## src/rtl/csa_resolve_pkg.sv

```systemverilog
// Shared types and helpers for the carry-save resolver.
package csa_resolve_pkg;

   // Controller states: waiting for operands, resolving digits, holding a result.
   typedef enum logic [1:0] {
      IDLE = 2'd0,
      RUN  = 2'd1,
      DONE = 2'd2
   } state_t;

   // Digit counter width; never narrower than one bit so K == 1 still elaborates.
   function automatic int cnt_width(input int k);
      return (k <= 1) ? 1 : $clog2(k);
   endfunction

endpackage

```

## src/rtl/csa_resolve_if.sv

```systemverilog
// Operand/result handshake bundle for csa_resolve.
// master = producer of operands and consumer of results; slave = the resolver.
interface csa_resolve_if #(
   parameter int N = 256
);
   logic         in_valid;
   logic         in_ready;
   logic [N-1:0] in_sum;
   logic [N-1:0] in_carry;
   logic         in_sub;
   logic         out_valid;
   logic         out_ready;
   logic [N-1:0] out_value;
   logic         out_cout;

   modport master (
      output in_valid, in_sum, in_carry, in_sub, out_ready,
      input  in_ready, out_valid, out_value, out_cout
   );

   modport slave (
      input  in_valid, in_sum, in_carry, in_sub, out_ready,
      output in_ready, out_valid, out_value, out_cout
   );
endinterface

```

## src/rtl/cla_add.sv

```systemverilog
// N-bit carry-lookahead adder (Kogge-Stone prefix) with carry in and carry out.
module cla_add #(
   parameter int N = 32
) (
   input  logic [N-1:0] a,
   input  logic [N-1:0] b,
   input  logic         cin,
   output logic [N-1:0] sum,
   output logic         cout
);

   localparam int L = $clog2(N);

   logic [N-1:0] p0;
   logic [N-1:0] gg;
   logic [N-1:0] pp;
   logic [N-1:0] c;

   // Prefix tree: gg[i] ends up as the carry out of bit i, with cin folded into bit 0.
   // NOTE: blocking assignments here are deliberate; each prefix level reads the
   // previous level's values within the same evaluation, like wires in sequence.
   always_comb begin
      p0    = a ^ b;
      gg    = a & b;
      pp    = p0;
      gg[0] = gg[0] | (p0[0] & cin);
      for (int l = 0; l < L; l++) begin
         // Walk downward so gg/pp[i - 2^l] still hold the previous level.
         for (int i = N - 1; i >= (1 << l); i--) begin
            gg[i] = gg[i] | (pp[i] & gg[i - (1 << l)]);
            pp[i] = pp[i] & pp[i - (1 << l)];
         end
      end
      c    = (gg << 1) | N'(cin);
      sum  = p0 ^ c;
      cout = gg[N-1];
   end

endmodule

```

## src/rtl/csa_resolve.sv

```systemverilog
// Resolves a carry-save (sum, carry) pair to plain binary, W bits per cycle,
// least significant digit first. Subtract mode adds ~carry with carry-in 1.
module csa_resolve
   import csa_resolve_pkg::*;
#(
   parameter int N = 256,
   parameter int W = 32
) (
   input  logic           clk,
   input  logic           rst,
   csa_resolve_if.slave   bus
);

   localparam int K  = N / W;
   localparam int CW = cnt_width(K);

   generate
      if (N % W != 0) begin : g_bad_width
         $error("csa_resolve: N must be a multiple of W");
      end
   endgenerate

   state_t         state_q;
   state_t         state_d;
   logic [CW-1:0]  cnt_q;
   logic [N-1:0]   a_q;
   logic [N-1:0]   b_q;
   logic [N-1:0]   res_q;
   logic [N-1:0]   res_next;
   logic [N-1:0]   value_q;
   logic           cy_q;
   logic           cout_q;
   logic [W-1:0]   dsum;
   logic           dcout;
   logic           accept;
   logic           last;

   // One digit of the resolution: low W bits of A and B plus the running carry.
   cla_add #(.N(W)) u_digit (
      .a    (a_q[W-1:0]),
      .b    (b_q[W-1:0]),
      .cin  (cy_q),
      .sum  (dsum),
      .cout (dcout)
   );

   assign accept   = (state_q == IDLE) && bus.in_valid;
   assign last     = (state_q == RUN) && (cnt_q == CW'(K - 1));
   // New digit enters at the top; after K digits the result is fully aligned.
   assign res_next = N'({dsum, res_q} >> W);

   assign bus.out_value = value_q;
   assign bus.out_cout  = cout_q;

   // State register; reset lands in IDLE so in_ready is high while rst is held.
   // NOTE: sequential state uses non-blocking assignments so every register
   // samples pre-edge values regardless of block ordering.
   always_ff @(posedge clk or posedge rst) begin
      if (rst) state_q <= IDLE;
      else     state_q <= state_d;
   end

   // Next-state and handshake outputs, decoded from the current state only.
   // NOTE: every output gets a default before the case so no latch is inferred.
   always_comb begin
      state_d       = state_q;
      bus.in_ready  = 1'b0;
      bus.out_valid = 1'b0;
      case (state_q)
         IDLE: begin
            bus.in_ready = 1'b1;
            if (bus.in_valid) state_d = RUN;
         end
         RUN: begin
            if (last) state_d = DONE;
         end
         DONE: begin
            bus.out_valid = 1'b1;
            if (bus.out_ready) state_d = IDLE;
         end
         default: state_d = IDLE;
      endcase
   end

   // Operand shift registers, digit carry, partial result and published result.
   // NOTE: the wide shift registers are reset too; they are plain flops, not a
   // RAM, and a clean reset keeps an aborted operation from leaking into the next.
   always_ff @(posedge clk or posedge rst) begin
      if (rst) begin
         a_q     <= '0;
         b_q     <= '0;
         res_q   <= '0;
         cy_q    <= 1'b0;
         cnt_q   <= '0;
         value_q <= '0;
         cout_q  <= 1'b0;
      end else if (accept) begin
         a_q   <= bus.in_sum;
         b_q   <= bus.in_sub ? ~bus.in_carry : bus.in_carry;
         cy_q  <= bus.in_sub;
         res_q <= '0;
         cnt_q <= '0;
      end else if (state_q == RUN) begin
         a_q   <= a_q >> W;
         b_q   <= b_q >> W;
         cy_q  <= dcout;
         res_q <= res_next;
         cnt_q <= cnt_q + 1'b1;
         // Publish only on the final digit so partial sums are never visible.
         if (last) begin
            value_q <= res_next;
            cout_q  <= dcout;
         end
      end
   end

endmodule
```

## src/flat_wrapper.sv

```systemverilog
// flat-port wrapper written by rule: the top's interface ports become plain ports
module csa_resolve_flat import csa_resolve_pkg::*;
#(
   parameter int N = 256,
   parameter int W = 32
)
  (clk, rst, bus_in_valid, bus_in_sum, bus_in_carry, bus_in_sub, bus_out_ready, bus_in_ready, bus_out_valid, bus_out_value, bus_out_cout);
  csa_resolve_if #(.N(N)) bus_i ();
  input  logic clk;
  input  logic rst;
  input wire logic [$bits(bus_i.in_valid)-1:0] bus_in_valid;
  input wire logic [$bits(bus_i.in_sum)-1:0] bus_in_sum;
  input wire logic [$bits(bus_i.in_carry)-1:0] bus_in_carry;
  input wire logic [$bits(bus_i.in_sub)-1:0] bus_in_sub;
  input wire logic [$bits(bus_i.out_ready)-1:0] bus_out_ready;
  output wire logic [$bits(bus_i.in_ready)-1:0] bus_in_ready;
  output wire logic [$bits(bus_i.out_valid)-1:0] bus_out_valid;
  output wire logic [$bits(bus_i.out_value)-1:0] bus_out_value;
  output wire logic [$bits(bus_i.out_cout)-1:0] bus_out_cout;
  assign bus_i.in_valid = bus_in_valid;
  assign bus_i.in_sum = bus_in_sum;
  assign bus_i.in_carry = bus_in_carry;
  assign bus_i.in_sub = bus_in_sub;
  assign bus_i.out_ready = bus_out_ready;
  assign bus_in_ready = bus_i.in_ready;
  assign bus_out_valid = bus_i.out_valid;
  assign bus_out_value = bus_i.out_value;
  assign bus_out_cout = bus_i.out_cout;
  csa_resolve #(.N(N), .W(W)) u_core (.clk(clk), .rst(rst), .bus(bus_i));
endmodule
```

## config.mk

```make
export PLATFORM = sky130hd
export DESIGN_NAME = csa_resolve_flat
export DESIGN_NICKNAME = d
export VERILOG_FILES = /design/src/rtl/csa_resolve_pkg.sv /design/src/rtl/csa_resolve_if.sv /design/src/rtl/cla_add.sv /design/src/rtl/csa_resolve.sv /design/src/flat_wrapper.sv
export SDC_FILE = /design/constraint.sdc
export NUM_CORES = 2
export LEC_CHECK = 0
export CAP_MARGIN = 20
export CORE_UTILIZATION = 40
export CTS_CLUSTER_SIZE = 20
export DETAILED_ROUTE_END_ITERATION = 16
export GPL_ROUTABILITY_DRIVEN = 0
export PLACE_DENSITY = 0.71
export REMOVE_ABC_BUFFERS = 1
export SYNTH_ARGS = -nofsm -noshare
export SYNTH_HDL_FRONTEND = slang
export SYNTH_HIERARCHICAL = 1
export SYNTH_SLANG_ARGS = --single-unit
```

## constraint.sdc

```tcl
create_clock -name clk -period 33.6 [get_ports clk]
set_input_delay 6.72 -clock clk [delete_from_list [all_inputs] [get_ports clk]]
set_output_delay 6.72 -clock clk [all_outputs]
set_load 0.1 [all_outputs]
```

# == Yosys cells after proc, flatten, opt, wreduce, memory -nomap -nowiden ==
# Cells that the tools add are included.
# word_totals
reg_bits,1031
in_bits,517
out_inout_bits,259
wordCells,402
# op_classes
add_sub_neg,1
n_eq_ne,6
n_mux,17
n_bitwise,364
n_reduce_logical,6
# op_table
cell,n
two-way mux 256 bit,7
inverter 256 bit,1
AND 1 bit,228
bitwise OR 1 bit,130
XOR 32 bit,2
AND 32 bit,1
bitwise OR 32 x 1 -> 32 bit,1
two-way mux 2 bit,3
two-way mux 3 bit,2
one-hot mux 2 bit (3 select lines),1
AND reduction 3 bit,2
two-way mux 1 bit,4
inequality test 2 bit (second input constant),2
adder 3 x 1 -> 3 bit (second input constant),1
equality test 3 bit (second input constant),1
equality test 2 x 1 -> 1 bit (second input constant),1
equality test 2 bit (second input constant),1
logical AND 1 bit,2
logical NOT 2 bit,1
inequality test 2 x 1 -> 1 bit (second input constant),1
nonzero test 2 bit,1
inverter 1 bit,1

# == Longest topological paths before layout ==
# depth
ltp_word,15
depth_mapped,10
depth_no_buf,10

# == By module ==
# Netlist, hierarchy kept.
# by_module_without_submodules
mod,instances,cells_per_inst,area_each_um2,seq_area_each_um2
csa_resolve,1,4301,42824.8,24999.0
cla_add,1,261,1935.6,0.0

# == Least setup slack after synthesis ==
# OpenSTA, ideal clock, no wires.
# synth_timing
kind,flip-flop to output port
from,register u_core.state_q[0]
to,output port bus_in_ready
t_arrival_ps,1682
required_ps,26880
slack_ps,25198
path_stages_with_launch,2
n_path_buf,0
cell_sequence,dfrtp_1 -> nor2_1
# synth_via
elab_chain_cells,2
# synth_rtl
item,line,source
start: declaration,csa_resolve.sv:23,state_t state_q;
start signal: assignment,csa_resolve.sv:60,else state_q <= state_d;
logical NOT 2 bit,csa_resolve.sv:69,case (state_q)
two-way mux 1 bit,csa_resolve.sv:69,
end: declaration,flat_wrapper.sv:16,output wire logic [$bits(bus_i.in_ready)-1:0] bus_in_ready;
# Every way passes these cells.

==> results.cfg <==
[power_and_ir_drop]
switching_power_mw = 3.003
comb_power_share_pct = 48.1
p_sw_share_pct = 47.42
p_int_mw = 3.330
design_power_total_mw = 6.333
pwr-share-clk_pct = 19.5
power.ir.vdd_worst_mv = 0.06463
power_density_nw_per_um2 = 111.3
leakage_nw = 26.61
sequential_cell_fraction_of_total_power_pct = 32.4

[routing]
drc = 0
dr_wl_met3_um = 7508
antenna_violating_nets_post_route = 0
drt_pre_antenna_iters = 7
drt_iter0_drc = 2907
highest_layer = met5
wl_per_cell_um = 19.58
via_count = 35060
wl_met2_um = 63370
routed_wirelength_um = 132000
via_cell_ratio = 5.198
drt-met1-wl_um = 55150

[clock_network]
cts_hold_fix_bufs = 0
clk-insertion-delay-late_ns = 0.69
cts_inserted_buffers = 106
clkSinkCount = 999
cts.reportedPaths.clkPinSlew_ns = 0.06
cts_htree_levels = 3
cts_tree = built
cts_setup_buffers = 0
cts-root-buf = clkbuf_16
resized_cells_post_cts = 0
clk_path_buf_depth = 3

[synth]
post_synth_xor_area_fraction_pct = 5.440
netlist_area_um2 = 44760
synth-main-ff-cell = dfrtp_1
synth_sequential_area_ratio_pct = 55.85
synth_largest_area_cell = dfrtp_1
top_post_synthesis_cells_by_area = dfrtp_1 56%, nand2_1 12%, mux2_1 5.5%
synth-edff-count = 0
post_synth_and_or_nand_nor_area_fraction_pct = 18.30
async_reset_ff_share_pct = 100.0
synth-warning-count = 6
synth-seq-cells = 999
netlist.area_leader.share_pct = 55.85
complex_gate_fraction_of_the_synthesized_area_pct = 8.928
synth.distinct_cells = 64
synth_adder_area_share_pct = 1.012
netlist_instances = 4562
synthMuxAreaShare_pct = 6.513
syn_area_per_cell_um2 = 9.812
synth_top_family_by_area = simple AND/OR/NAND/NOR gates

[critical_path]
timing.critical_path.max_delay_family = buffers and inverters
worst_setup_path_end_kind = asynchronous set/reset pin
critical_path.reg2reg.startpoint = u_core/state_q[1]
maximum_cell_stage_delay_along_the_critical_path_ns = 0.86
critical_path.slowest_cell = buf_4
sort_of_element_at_the_start_of_the_critical_path = input pin
r2r.worst_path.cells = 6
crit_top_cell = buf_4
regToRegSetupSlack_ns = 29.17
worst_ep_arrival_time_ns = 11.99
worstPathRequired_ns = 34.44
crit_path_cell_trace = clkdlybuf4s50_1, inv_8, buf_4, buf_4, buf_4, buf_4, buf_4, buf_16
critPathMaxFanout = 143
critical_path_cell_count = 8
critPathKind = in -> async
critical_path.reg2reg.endpoint = u_core/b_q[115]
critPathBufInv = 8

[cells_and_area]
finish.net_count = 5694
layout.cells.most_common = nand2_1
post-route-util_pct = 51.34
post_route_cells_drive_above_1_share_pct = 5.277
area_delta_synth_final_pct = 27.11
stdcell_count = 6745
layout.cell_area.non_filler_um2 = 56900
nFillCells = 9987
final_cell_mix = 1,431 x nand2_1, 999 x dfrtp_1, 773 x clkdlybuf4s50_1

[hold_path]
hold_path.class = reg -> reg
holdPathEnd = u_core/res_q[90]
worstHoldPathCells = 2
timing.hold.worst.start = u_core/res_q[122]

[placed_design]
dpl-instance-area_um2 = 53080
dp.cells = 6520
detailed_place_hpwl_um = 87600
numPortBuffers = 775
dpl_worst_slack_ns = 20.96

[floorplan]
ioPinCount = 776
die_area_um2 = 113200
die_x_um = 336.5
start_util_pct = 40.39
die_height_um = 336.5
core_area_um2 = 110800
floorplan.rows = 122

[timing]
final_critical_path_setup_slack_ns = 22.45
timing.hold.ws_ns = 0.4724
rsz_0062_raised_after_global_routing = no
totalNegativeSetupSlack_ns = 0
min_period_over_period_pct = 33.18
hold_violations = 0
worst_pin_slew_ns = 1.147
fmax_mhz = 89.69
setup_viol = 0
timing.max_slew.rel_slack_pct = 23.28
timing.clock.skew_ns = 0.03079
finalMaxSlewViolations = 0
layout_min_cycle_time_ns = 11.15

[global_route]
grt_first_pass_wirelength_um = 202800
grt_remaining_overflow = 0
grt_start_max_net_pins = 260
antenna_found_initial = 36
track_usage_pct = 22.89
via_count_of_the_first_global_routing_pass = 34280

[status]
run_status = finished clean

[flow_run]
maxCapViolations = 0
## routing by layer
layer | up-vias | global-route usage, %
met5 | - | 0
met4 | 18 | 11.41
met3 | 262 | 4.400
met2 | 933 | 36.10
met1 | 17360 | 30.16
li1 | 16490 | -
## worst max path at each step
stage                            endpoint  startpoint
after floorplan             u_core/a_q[0]         rst
after global placement    u_core/a_q[126]         rst
after detailed placement  u_core/a_q[126]         rst
after CTS                 u_core/a_q[223]         rst
after global routing      u_core/b_q[216]         rst
final                      u_core/a_q[28]         rst
## power groups by stage
stage	Sequential (mW)	Clock [mW]	Combinational (mW)
CTS	2.05	1.27	3.06
global placement	2.05	0	3.01
floorplan	2.91	0	1.73
global route	2.11	1.31	3.28
finish	2.05	1.24	3.05
detailed placement	2.06	0	3.05
## worst min-delay path, delay by kind of cell, from the launching register on
family	cells	cell delay, ns
flip-flops	1	0.36
AND/OR/NAND/NOR	2	0.11
## sequential cells by signal (all words and copies together) (netlist names)
register,count
u_core/b_q,256
u_core/cnt_q,3
u_core/a_q,256
u_core/res_q,224
u_core/bus.out_value,256
u_core/state_q,2
u_core/cy_q,1
u_core/bus.out_cout,1
## cell usage after synthesis (all sizes together) (11+ instances only)
library cell,instances
ha,33
xor2,231
xnor2,47
dfrtp,999
nand3,301
nand2,1432
inv,11
a22oi,194
nor2,265
a21o,17
nor3,12
a21oi,30
o21ai,46
clkbuf,130
buf,215
mux2,258
a31oi,262
## final cells by class
cell class | instances | area [um^2] | share of cell area, %
Clock inverter | 46 | 689.4 | 1.212
Antenna cell | 27 | 67.56 | 0.1187
Tap cell | 1488 | 1862 | 3.272
Multi-Input combinational cell | 3207 | 18030 | 31.69
Inverter | 11 | 48.80 | 0.08576
Clock buffer | 150 | 3008 | 5.287
Timing Repair Buffer | 817 | 8190 | 14.40
Sequential cell | 999 | 25000 | 43.94
## cells by family (layout without fill, tap and decap cells)
logic type                 after synthesis  in the layout
DFF                                    999            999
xor gates and xnor gates               278            278
muxes                                  259            259
buffers and inverters                  356           1024
adders and majority gates               35             35
other                                    0             27
and+or+nand+nor                       2044           2044
AOI/OAI and AO/OA                      591            591
Note: power is estimated with default switching activity, not from simulation.
